--- config.mk ---
export PLATFORM = sky130hd
export DESIGN_NAME = display_scheduler
export DESIGN_NICKNAME = d
export VERILOG_FILES = /design/src/rtl/disp_pkg.sv /design/src/rtl/bin2bcd_seq.sv /design/src/rtl/display_scheduler.sv
export SDC_FILE = /design/constraint.sdc
export NUM_CORES = 1
export LEC_CHECK = 0
export CAP_MARGIN = 10
export CORE_MARGIN = 5
export CORE_UTILIZATION = 57
export DETAILED_ROUTE_END_ITERATION = 6
export GPL_ROUTABILITY_DRIVEN = 0
export PLACE_DENSITY = 0.85
export SYNTH_ARGS = -nofsm -noshare
export SYNTH_HDL_FRONTEND = slang
export SYNTH_HIERARCHICAL = 1
export SYNTH_SLANG_ARGS = --single-unit
export TNS_END_PERCENT = 100
--- constraint.sdc ---
create_clock -name clock_100Mhz -period 8.9 [get_ports clock_100Mhz]
set_input_delay 2.67 -clock clock_100Mhz [delete_from_list [all_inputs] [get_ports clock_100Mhz]]
set_output_delay 2.67 -clock clock_100Mhz [all_outputs]
set_load 0.01 [all_outputs]
--- src/rtl/disp_pkg.sv ---
// Shared types and constants for the display scheduler: FSM encoding, display limits
// and the round-robin pick helper.
package disp_pkg;

  localparam int DATA_W     = 16;
  localparam int BCD_DIGITS = 4;
  localparam logic [DATA_W-1:0] MAX_DISPLAY = 16'd9999;

  typedef enum logic [1:0] {
    ST_IDLE = 2'd0,
    ST_CONV = 2'd1,
    ST_HOLD = 2'd2
  } disp_state_e;

  // Returns {found, index}. Scanning from farthest to nearest lets the requester
  // just after 'last' overwrite all others, so it wins.
  function automatic logic [2:0] rr_pick(input logic [3:0] req, input logic [1:0] last);
    logic [1:0] idx;
    rr_pick = 3'b000;
    for (int i = 4; i >= 1; i--) begin
      idx = last + 2'(i);
      if (req[idx]) rr_pick = {1'b1, idx};
    end
  endfunction

endpackage

--- src/rtl/bin2bcd_seq.sv ---
// Iterative double-dabble converter: one add-3/shift step per clock, DATA_W steps.
// done and bcd are combinational during the final step so the caller can commit on that edge.
module bin2bcd_seq
  import disp_pkg::*;
(
  input  logic                    clk_i,
  input  logic                    rst_i,
  input  logic                    start,
  input  logic [DATA_W-1:0]       bin,
  output logic                    done,
  output logic [4*BCD_DIGITS-1:0] bcd
);

  logic [DATA_W-1:0]       bin_q, bin_d;
  logic [4*BCD_DIGITS-1:0] bcd_q, bcd_d, adj;
  logic [3:0]              cnt_q, cnt_d;
  logic                    active_q, active_d;

  always_comb begin
    adj = bcd_q;
    for (int i = 0; i < BCD_DIGITS; i++) begin
      if (bcd_q[4*i +: 4] >= 4'd5) adj[4*i +: 4] = bcd_q[4*i +: 4] + 4'd3;
    end
    bin_d    = bin_q;
    bcd_d    = bcd_q;
    cnt_d    = cnt_q;
    active_d = active_q;
    if (start) begin
      bin_d    = bin;
      bcd_d    = '0;
      cnt_d    = '0;
      active_d = 1'b1;
    end else if (active_q) begin
      bin_d = {bin_q[DATA_W-2:0], 1'b0};
      bcd_d = {adj[4*BCD_DIGITS-2:0], bin_q[DATA_W-1]};
      cnt_d = cnt_q + 4'd1;
      if (cnt_q == 4'd15) active_d = 1'b0;
    end
  end

  assign done = active_q && (cnt_q == 4'd15) && !start;
  assign bcd  = {adj[4*BCD_DIGITS-2:0], bin_q[DATA_W-1]};

  always_ff @(posedge clk_i or posedge rst_i) begin
    if (rst_i) begin
      bin_q    <= '0;
      bcd_q    <= '0;
      cnt_q    <= '0;
      active_q <= 1'b0;
    end else begin
      bin_q    <= bin_d;
      bcd_q    <= bcd_d;
      cnt_q    <= cnt_d;
      active_q <= active_d;
    end
  end

endmodule

--- src/rtl/display_scheduler.sv ---
// Round-robin display owner: arbitrates requesters, converts the winner's clamped value
// to BCD over 16 cycles, then holds it on display for HOLD_CYCLES before re-arbitrating.
module display_scheduler
  import disp_pkg::*;
#(
  parameter int HOLD_CYCLES = 100000000,
  parameter int NUM_REQ     = 4
) (
  input  logic                      clock_100Mhz,
  input  logic                      reset,
  input  logic [NUM_REQ-1:0]        req_i,
  input  logic [NUM_REQ*DATA_W-1:0] src_data_i,
  output logic [NUM_REQ-1:0]        grant_o,
  output logic [NUM_REQ-1:0]        ack_o,
  output logic [DATA_W-1:0]         disp_data_o,
  output logic [DATA_W-1:0]         bcd_o,
  output logic                      overflow_o,
  output logic                      busy_o,
  output logic [1:0]                state_o
);

  localparam int HOLD_W = (HOLD_CYCLES < 2) ? 1 : $clog2(HOLD_CYCLES + 1);
  localparam logic [HOLD_W-1:0] HOLD_LAST = HOLD_W'(HOLD_CYCLES - 1);

  disp_state_e         state_q, state_d;
  logic [NUM_REQ-1:0]  grant_q, grant_d, ack_q, ack_d;
  logic [1:0]          last_q, last_d;
  logic [HOLD_W-1:0]   hold_q, hold_d;
  logic [DATA_W-1:0]   val_q, val_d, disp_q, disp_d, bcd_q, bcd_d;
  logic                ovf_pend_q, ovf_pend_d, ovf_q, ovf_d;

  logic [2:0]          pick;
  logic [1:0]          win;
  logic [DATA_W-1:0]   win_data, win_clamped, conv_bcd;
  logic                conv_start, conv_done;

  assign pick        = rr_pick(req_i, last_q);
  assign win         = pick[1:0];
  assign win_data    = src_data_i[{win, 4'b0000} +: DATA_W];
  assign win_clamped = (win_data > MAX_DISPLAY) ? MAX_DISPLAY : win_data;

  always_comb begin
    state_d    = state_q;
    grant_d    = grant_q;
    ack_d      = '0;
    last_d     = last_q;
    hold_d     = hold_q;
    val_d      = val_q;
    ovf_pend_d = ovf_pend_q;
    disp_d     = disp_q;
    bcd_d      = bcd_q;
    ovf_d      = ovf_q;
    conv_start = 1'b0;
    case (state_q)
      ST_IDLE: begin
        if (pick[2]) begin
          state_d    = ST_CONV;
          conv_start = 1'b1;
        end
      end
      ST_CONV: begin
        if (conv_done) begin
          state_d = ST_HOLD;
          disp_d  = val_q;
          bcd_d   = conv_bcd;
          ovf_d   = ovf_pend_q;
          ack_d   = grant_q;
        end
      end
      ST_HOLD: begin
        if (hold_q == HOLD_LAST) begin
          if (pick[2]) begin
            state_d    = ST_CONV;
            conv_start = 1'b1;
          end else begin
            state_d = ST_IDLE;
          end
        end else begin
          hold_d = hold_q + HOLD_W'(1);
        end
      end
      default: state_d = ST_IDLE;
    endcase
    // Winner is captured here; later src_data_i changes do not reach the display.
    if (conv_start) begin
      grant_d    = NUM_REQ'(1) << win;
      last_d     = win;
      val_d      = win_clamped;
      ovf_pend_d = (win_data > MAX_DISPLAY);
      hold_d     = '0;
    end
  end

  bin2bcd_seq u_bin2bcd (
    .clk_i (clock_100Mhz),
    .rst_i (reset),
    .start (conv_start),
    .bin   (win_clamped),
    .done  (conv_done),
    .bcd   (conv_bcd)
  );

  always_ff @(posedge clock_100Mhz or posedge reset) begin
    if (reset) begin
      state_q    <= ST_IDLE;
      grant_q    <= '0;
      ack_q      <= '0;
      last_q     <= 2'd3;
      hold_q     <= '0;
      val_q      <= '0;
      ovf_pend_q <= 1'b0;
      disp_q     <= '0;
      bcd_q      <= '0;
      ovf_q      <= 1'b0;
    end else begin
      state_q    <= state_d;
      grant_q    <= grant_d;
      ack_q      <= ack_d;
      last_q     <= last_d;
      hold_q     <= hold_d;
      val_q      <= val_d;
      ovf_pend_q <= ovf_pend_d;
      disp_q     <= disp_d;
      bcd_q      <= bcd_d;
      ovf_q      <= ovf_d;
    end
  end

  assign grant_o     = grant_q;
  assign ack_o       = ack_q;
  assign disp_data_o = disp_q;
  assign bcd_o       = bcd_q;
  assign overflow_o  = ovf_q;
  assign busy_o      = (state_q != ST_IDLE);
  assign state_o     = state_q;

endmodule

==> results of run 1 <==
-- registers in the layout, summed over array words and instances (netlist names) --
| name | cells |
|---|---|
| val_q | 16 |
| ovf_pend_q | 1 |
| u_bin2bcd/active_q | 1 |
| disp_data_o | 16 |
| hold_q | 27 |
| u_bin2bcd/bcd_q | 16 |
| state_o | 2 |
| grant_o | 4 |
| last_q | 2 |
| overflow_o | 1 |
| bcd_o | 16 |
| u_bin2bcd/bin_q | 16 |
| u_bin2bcd/cnt_q | 4 |
| ack_o | 4 |
-- layout make-up --
class                           instances  area (um2)
Clock inverter                         15         235
Tap cell                              143         179
Timing Repair Buffer                  118        1190
Inverter                               24        96.3
Multi-Input combinational cell        454        3100
Clock buffer                           17         425
Fill cell                             724        2940
Sequential cell                       126        3160
-- power by group through the flow --
stage               clock, mW  sequential [mW]  combinational [mW]
CTS                     0.772            0.920               0.974
global route            0.803            0.947                1.06
detailed placement          0            0.924               0.946
global placement            0            0.911               0.900
finish                  0.766            0.924               0.976
floorplan                   0            0.886               0.666
-- per-layer routing --
| metal | vias up | routed length (um) |
|---|---|---|
| li1 | 2432 | - |
| met1 | 2510 | 6260 |
| met2 | 197 | 8120 |
| met3 | 39 | 884 |
| met4 | 0 | 386 |
| met5 | - | 0 |
-- critical path: stages --
cell and delay (ns):
sky130_fd_sc_hd__clkdlybuf4s50_1 0.47, sky130_fd_sc_hd__nor2_1 0.26, sky130_fd_sc_hd__a21o_1 0.19, sky130_fd_sc_hd__a21o_4 0.26, sky130_fd_sc_hd__clkinv_4 0.57, sky130_fd_sc_hd__nor3_1 0.42
sky130_fd_sc_hd__nand3b_1 0.67, sky130_fd_sc_hd__buf_4 0.49, sky130_fd_sc_hd__mux2_2 0.31
-- cells in the final DEF (no fill, tap or decap), types with 8 or more instances in the layout --
cell,instances
sky130_fd_sc_hd__inv_1,21
sky130_fd_sc_hd__nor2b_1,8
sky130_fd_sc_hd__nand2b_1,12
sky130_fd_sc_hd__nand3_1,23
sky130_fd_sc_hd__a21oi_1,18
sky130_fd_sc_hd__clkdlybuf4s50_1,113
sky130_fd_sc_hd__nand2_1,60
sky130_fd_sc_hd__clkbuf_16,17
sky130_fd_sc_hd__mux2i_1,57
sky130_fd_sc_hd__mux2_2,33
sky130_fd_sc_hd__xnor2_1,12
sky130_fd_sc_hd__o21ai_0,30
sky130_fd_sc_hd__xor2_1,13
sky130_fd_sc_hd__and2_1,8
sky130_fd_sc_hd__or3_1,12
sky130_fd_sc_hd__nor2_1,55
sky130_fd_sc_hd__dfrtp_1,123
sky130_fd_sc_hd__ha_1,10
sky130_fd_sc_hd__o21ai_1,14
sky130_fd_sc_hd__nor3_1,8
-- cells by family (layout without fill, tap and decap cells) --
kind of cell,Yosys count,after routing
and+or+nand+nor,222,222
DFF,126,126
AOI/OAI and AO/OA,104,104
muxes,91,91
buffers and inverters,56,174
xor gates and xnor gates,25,25
adders and majority gates,10,10
other,1,2
-- through the flow --
step	worst slack, ns	area, um2	utilization	std cells	total power, mW
floorplan	3.81	6520	-	636	1.55
global placement	2.61	7690	0.679	864	1.81
detailed placement	2.46	7690	0.679	864	1.87
CTS	2.87	8350	0.738	896	2.67
global route	2.59	8380	0.740	897	2.81
finish	2.83	8380	0.740	897	2.66
-- path summary, 6_finish.rpt --
check | endpoint | slack (ns) | cells after the start
max | bcd_o[13] | 2.83 | 9
min | last_q[0] | 0.49 | 2
max reg2reg | bcd_o[13] | 4.23 | 9
min reg2reg | last_q[0] | 0.49 | 2
max in group asynchronous | last_q[1] | 5.64 | 4
min in group asynchronous | bcd_o[0] | 2.61 | 3
==> summary.md, run 1 <==
| Metric | Value |
|---|---|
| Outcome | `finished clean` |
| Number of flops mapped to enable cells by yosys | `0` |
| Startpoint of the lowest-slack hold path | `last_q[0]` |
| Reg-to-reg critical path startpoint | `hold_q[10]` |
| Post-synthesis cell type with the largest combined area | `sky130_fd_sc_hd__dfrtp_1` |
| Adder and majority gate portion of the synthesized area | `0.0192` |
| Asr flop ratio synth | `1.00` |
| RSZ-0062 raised after global routing | `no` |
| Synth-to-layout area growth | `28.7%` |
| Cell-internal power | `1.73 mW` |
| Synthesis warning total | `6` |
| Top post-synthesis cells by area | `sky130_fd_sc_hd__dfrtp_1, sky130_fd_sc_hd__mux2i_1, sky130_fd_sc_hd__mux2_2` |
| Setup violations, final | `0` |
| Die Area | `13700 um2` |
| Worst endpoint data arrival time | `6.36 ns` |
| Number of sinks on the clock net | `126` |
| Root cell of the clock tree | `sky130_fd_sc_hd__clkbuf_16` |
| Top Usage Layer GRT | `met2` |
| Std-Cell Rows | `39` |
| Top-area cell type share of the netlist area | `0.477` |
| Total net switching power | `0.935 mW` |
| Initial cell density of the core | `0.575` |
| Min Tclk post-route | `6.07 ns` |
| Max Slew Vio Count | `0` |
| Worst hold slack across all endpoints | `0.493 ns` |
| Per-cell via count in the routed design | `5.77` |
| Period utilization | `0.682` |
| Category of the worst setup path capture point | `flop` |
| Setup TNS | `0 ns` |
| Critical path class | `in2reg` |
| Leak Pwr | `3.79 nW` |
| Critical-path maximum fanout | `103` |
| Worst hold path type | `reg2reg` |
| Number of iterations in the first detailed-routing pass | `5` |
| Count of nets after finishing | `a little over 800` |
| Global routing usage on met1 | `0.292` |
| Most common cell in the synthesized netlist | `sky130_fd_sc_hd__dfrtp_1` |
| Sequential element share of the synthesized area | `0.485` |
| Detailed-route via count | `5178` |
| Wire length after detailed routing | `15600 um` |
| Fraction of synthesized area in multiplexers | `0.147` |
| Unique masters post-synth | `55` |
| DIE HEIGHT | `117 um` |
| Number of I/O pins | `114` |
| Number of synthesized register bits | `126` |
| Top cells by instance count after synthesis | `sky130_fd_sc_hd__dfrtp_1, sky130_fd_sc_hd__nand2_1, sky130_fd_sc_hd__mux2i_1` |
| Number of antenna violations at the first check in global routing | `0` |
| Pin count of the biggest net entering global routing | `104` |
| Number of global-route vias before repair | `5435` |
| Hold_buf cts | `0` |
| First-pass GRT wire length | `25800 um` |
| Launching element of the worst setup path | `req_i[3]` |
| Total count of hold-check failures in the final report | `0` |
| Clock group share of total power | `0.287` |
| Remaining number of nets flagged by the antenna check after routing | `0` |
| Post-CTS Setup Inserts | `0` |
| Basic-gate share of the synthesized area counting and, or, nand and nor cells | `0.169` |
| Combined area of all synthesized cells | `6510 um2` |
| Pwr per Cell Area | `318 nW/um2` |
| Clock slew at reported path FFs | `0.06 ns` |
| Slew margin rel. | `0.236` |
| Final clock skew | `0.0109 ns` |
| Synthesized area per cell | `10.3 um2` |
| Number of clock buffers inserted by TritonCTS | `17` |
| Comb power frac | `0.366` |
| Number of max-cap violations | `0` |
| Predominant post-synthesis flop cell | `sky130_fd_sc_hd__dfrtp_1` |
| Number of antenna diodes | `0` |
| Total Routing Usage GR | `0.239` |
| Switch share | `0.351` |
| Final routed wire length divided by cell count | `around 17 um` |
| IO buf count | `between 100 and 150` |
| Global-route track usage on met2 | `0.407` |
| Fraction of layout cells with a size suffix above 1 | `0.125` |
| TritonCTS clock tree | `built` |
| Core footprint | `11300 um2` |
| Post-detailed-placement half-perimeter wirelength | `10400 um` |
| Crit start category | `input pin` |
| Starting DRC count in detailed routing | `266` |
| H-tree lvl count | `4` |
| PostCTS Resize Cnt | `0` |
| Upper clock frequency limit | `165 MHz` |
| Congestion Overflow GR | `0` |
| Seq pwr share | `0.347` |
| DR DRC count | `0` |
| Clock Path Buffers | `2` |
| Global routing met3 resource utilization | `0.0643` |
| Clock Latency Late Sink | `0.41 ns` |
| Die Span X | `117 um` |
| Peak supply drop | `approximately 0.00022 V` |
| Xor and xnor fraction of the mapped netlist area | `0.0336` |
| Transition time at the pin with the least slew margin | `1.15 ns` |
| Required time at the endpoint of the critical path | `9.19 ns` |
| Compound-gate portion of the synthesized area | `0.104` |
| Synthesized instance count | `635` |
| Dominant combinational cell family by area after synthesis | `simple AND/OR/NAND/NOR gates` |
Power figures use the tool's default switching activity.
==> inputs of run 2 (changes only) <==
Settings changed: CORE_UTILIZATION 57 to 53, PLACE_DENSITY 0.85 to 0.8.
Clock period 8.9 ns to 5.75 ns, I/O delays scaled along.
==> run 2 against run 1 <==
Core utilization fell by 4.6 points; routed wire length down 3.6%; power up 50%; flip-flop and latch count stayed put; clock skew decreased by 0.0019 ns; largest power group unchanged.
==> summary.md, run 2 (synthesis gave the netlist of run 1 again) <==
| Metric | Value |
|---|---|
| Category of the worst setup path capture point | `flop` |
| Number of clock buffers inserted by TritonCTS | `17 (unchanged)` |
| Wire length after detailed routing | `15100 um (-3.6%)` |
| Outcome | `finished clean` |
| Most flops, register | `hold_q` |
| Met1 routed wirelength after detailed routing | `6370 um (+1.9%)` |
| Upper clock frequency limit | `215 MHz` |
| Met3 Wirelength | `815 um (-7.8%)` |
| Number of iterations in the first detailed-routing pass | `5 (unchanged)` |
| H-tree lvl count | `4 (unchanged)` |
| Total Routing Usage GR | `0.214 (-0.0251)` |
| Number of flip-flops in the largest register | `27 (unchanged)` |
| Most common cell on crit path | `sky130_fd_sc_hd__nand2_1` |
| Setup TNS | `0 ns (unchanged)` |
| Final clock skew | `0.00903 ns (-0.00192 ns)` |
| Number of I/O pins | `114 (unchanged)` |
| Initial cell density of the core | `0.542 (-0.0331)` |
| Storage cell area | `3160 um2 (unchanged)` |
| Period utilization | `0.807` |
| Pin count of the biggest net entering global routing | `103 (-0.96%)` |
| Non-Filler Instances | `902 (+0.56%)` |
| Cell with the largest stage delay on the worst path | `sky130_fd_sc_hd__o221ai_2` |
| TritonCTS clock tree | `built` |
| Most frequent standard cell in the layout excluding fill and tap cells | `sky130_fd_sc_hd__dfrtp_1` |
| DIE HEIGHT | `121 um (+3.4%)` |
| Critical path class | `in2reg` |
| Placed instance count | `870 (+0.69%)` |
| Critical-path maximum fanout | `13 (-87%)` |
| Launching element of the worst setup path | `req_i[3]` |
| Routed wire length on met2 | `7670 um (-5.5%)` |
| Min Tclk post-route | `between 4 and 5 ns` |
| Starting DRC count in detailed routing | `345 (+30%)` |
| Std-Cell Rows | `40 (+2.6%)` |
| Number of sinks on the clock net | `126 (unchanged)` |
| Number of antenna violations at the first check in global routing | `0 (unchanged)` |
| Most frequent cells in the layout | `sky130_fd_sc_hd__dfrtp_1, sky130_fd_sc_hd__clkdlybuf4s50_1, sky130_fd_sc_hd__nand2_1` |
| Startpoint of the lowest-slack hold path | `ovf_pend_q` |
| Setup violations, final | `0 (unchanged)` |
| Largest incremental delay on the critical path | `0.76 ns (+0.09 ns)` |
| Clock Latency Late Sink | `0.41 ns (about the same)` |
| Hold_buf cts | `0 (unchanged)` |
| Final routed wire length divided by cell count | `16.7 um (-4.2%)` |
| RSZ-0062 raised after global routing | `no` |
| Congestion Overflow GR | `0 (unchanged)` |
| PostCTS Resize Cnt | `0 (unchanged)` |
| Worst hold path type | `reg2reg` |
| Detailed-route via count | `5131 (-0.91%)` |
| Number of antenna diodes | `0 (unchanged)` |
| Synth-to-layout area growth | `28.1%` |
| Total count of hold-check failures in the final report | `0 (unchanged)` |
| Post-CTS Setup Inserts | `0 (unchanged)` |
| # fillers | `846 (+17%)` |
| Die Span X | `121 um (+3.4%)` |
| IO buf count | `113 (unchanged)` |
| Worst endpoint data arrival time | `4.88 ns (-1.48 ns)` |
| DR top layer | `met4` |
| Reg-to-reg critical path startpoint | `hold_q[10]` |
| Leak Pwr | `3.77 nW (-0.62%)` |
| First-pass GRT wire length | `25200 um (-2.4%)` |
| Combined area of the multi-input logic cells | `3100 um2 (unchanged)` |
| Clock slew at reported path FFs | `0.05 ns (about the same)` |
| Crit start category | `input pin` |
| Per-cell via count in the routed design | `5.69 (-1.5%)` |
| Worst slack at placement | `0.722 ns (-1.74 ns)` |
| Max Slew Vio Count | `0 (unchanged)` |
| Root cell of the clock tree | `sky130_fd_sc_hd__clkbuf_16` |
| Count of nets after finishing | `822 (+0.12%)` |
| Fraction of layout cells with a size suffix above 1 | `0.126 (+0.00116)` |
| Number of max-cap violations | `0 (unchanged)` |
| Core footprint | `12000 um2 (+6.1%)` |
| DR DRC count | `0 (unchanged)` |
| Number of global-route vias before repair | `5311 (-2.3%)` |
| Pwr per Cell Area | `479 nW/um2 (+51%)` |
| Slew margin rel. | `0.318 (+0.0818)` |
| Post-detailed-placement half-perimeter wirelength | `10200 um (-1.9%)` |
| Required time at the endpoint of the critical path | `5.99 ns (-3.20 ns)` |
| Transition time at the pin with the least slew margin | `1.02 ns (-0.123 ns)` |
| Die Area | `14600 um2 (+6.9%)` |
| Peak supply drop | `0.000209 V (-4.7%)` |
| Clock Path Buffers | `2 (unchanged)` |
| Crit path cell chain | `clkdlybuf4s50_1, nand2b_1, a21boi_0, o221ai_2, mux2i_1, o21ai_2, nand2_1, or3_1, nand2_1, o21ai_0` |
| Post-layout worst setup margin | `1.11 ns (-1.72 ns)` |
| Remaining number of nets flagged by the antenna check after routing | `0 (unchanged)` |
-- run 2: metal layers --
layer,track usage,vias to the layer above
met4,0.0567,0
li1,-,2424
met2,0.365,150
met5,0,-
met1,0.270,2535
met3,0.0575,22
-- run 2: worst max-delay path: cells and delay by family --
kind	cells	cell delay [ns]
AO/OA/AOI/OAI	4	1.37
buffers and inverters	1	0.53
multiplexers	1	0.30
AND/OR/NAND/NOR	4	0.94
-- run 2: area by class of cell --
type,instances,share of cell area
clock buffer,19,0.0543
clock inverter,13,0.0197
inverter,24,0.0116
multi-input combinational,454,0.371
sequential,126,0.379
tap,147,0.0221
timing repair buffer,119,0.143
-- run 2: path summary, 6_finish.rpt --
kind / slack, ns / cells after the start / end
max: 1.11 / 10 / u_bin2bcd/bin_q[0]
min: 0.49 / 1 / ovf_pend_q
max reg2reg: 1.96 / 8 / val_q[0]
min reg2reg: 0.49 / 1 / ovf_pend_q
max in group asynchronous: 2.85 / 3 / last_q[1]
min in group asynchronous: 1.78 / 3 / u_bin2bcd/bin_q[15]
-- run 2: power by group --
group | internal (mW) | switching, mW | leakage [nW]
Combinational | 0.738 | 0.741 | 1.86
Sequential | 1.16 | 0.258 | 1.62
Clock | 0.705 | 0.392 | 0.288
-- run 2: through the flow --
step                hold slack [ns]  instance area, um2  total power [mW]  utilization
global route                  0.515                8340              4.24        0.694
floorplan                     0.446                6520              2.40            -
CTS                           0.489                8340              4.02        0.694
detailed placement            0.465                7720              2.89        0.643
global placement              0.461                7720              2.81        0.643
finish                        0.485                8340              4.00        0.694
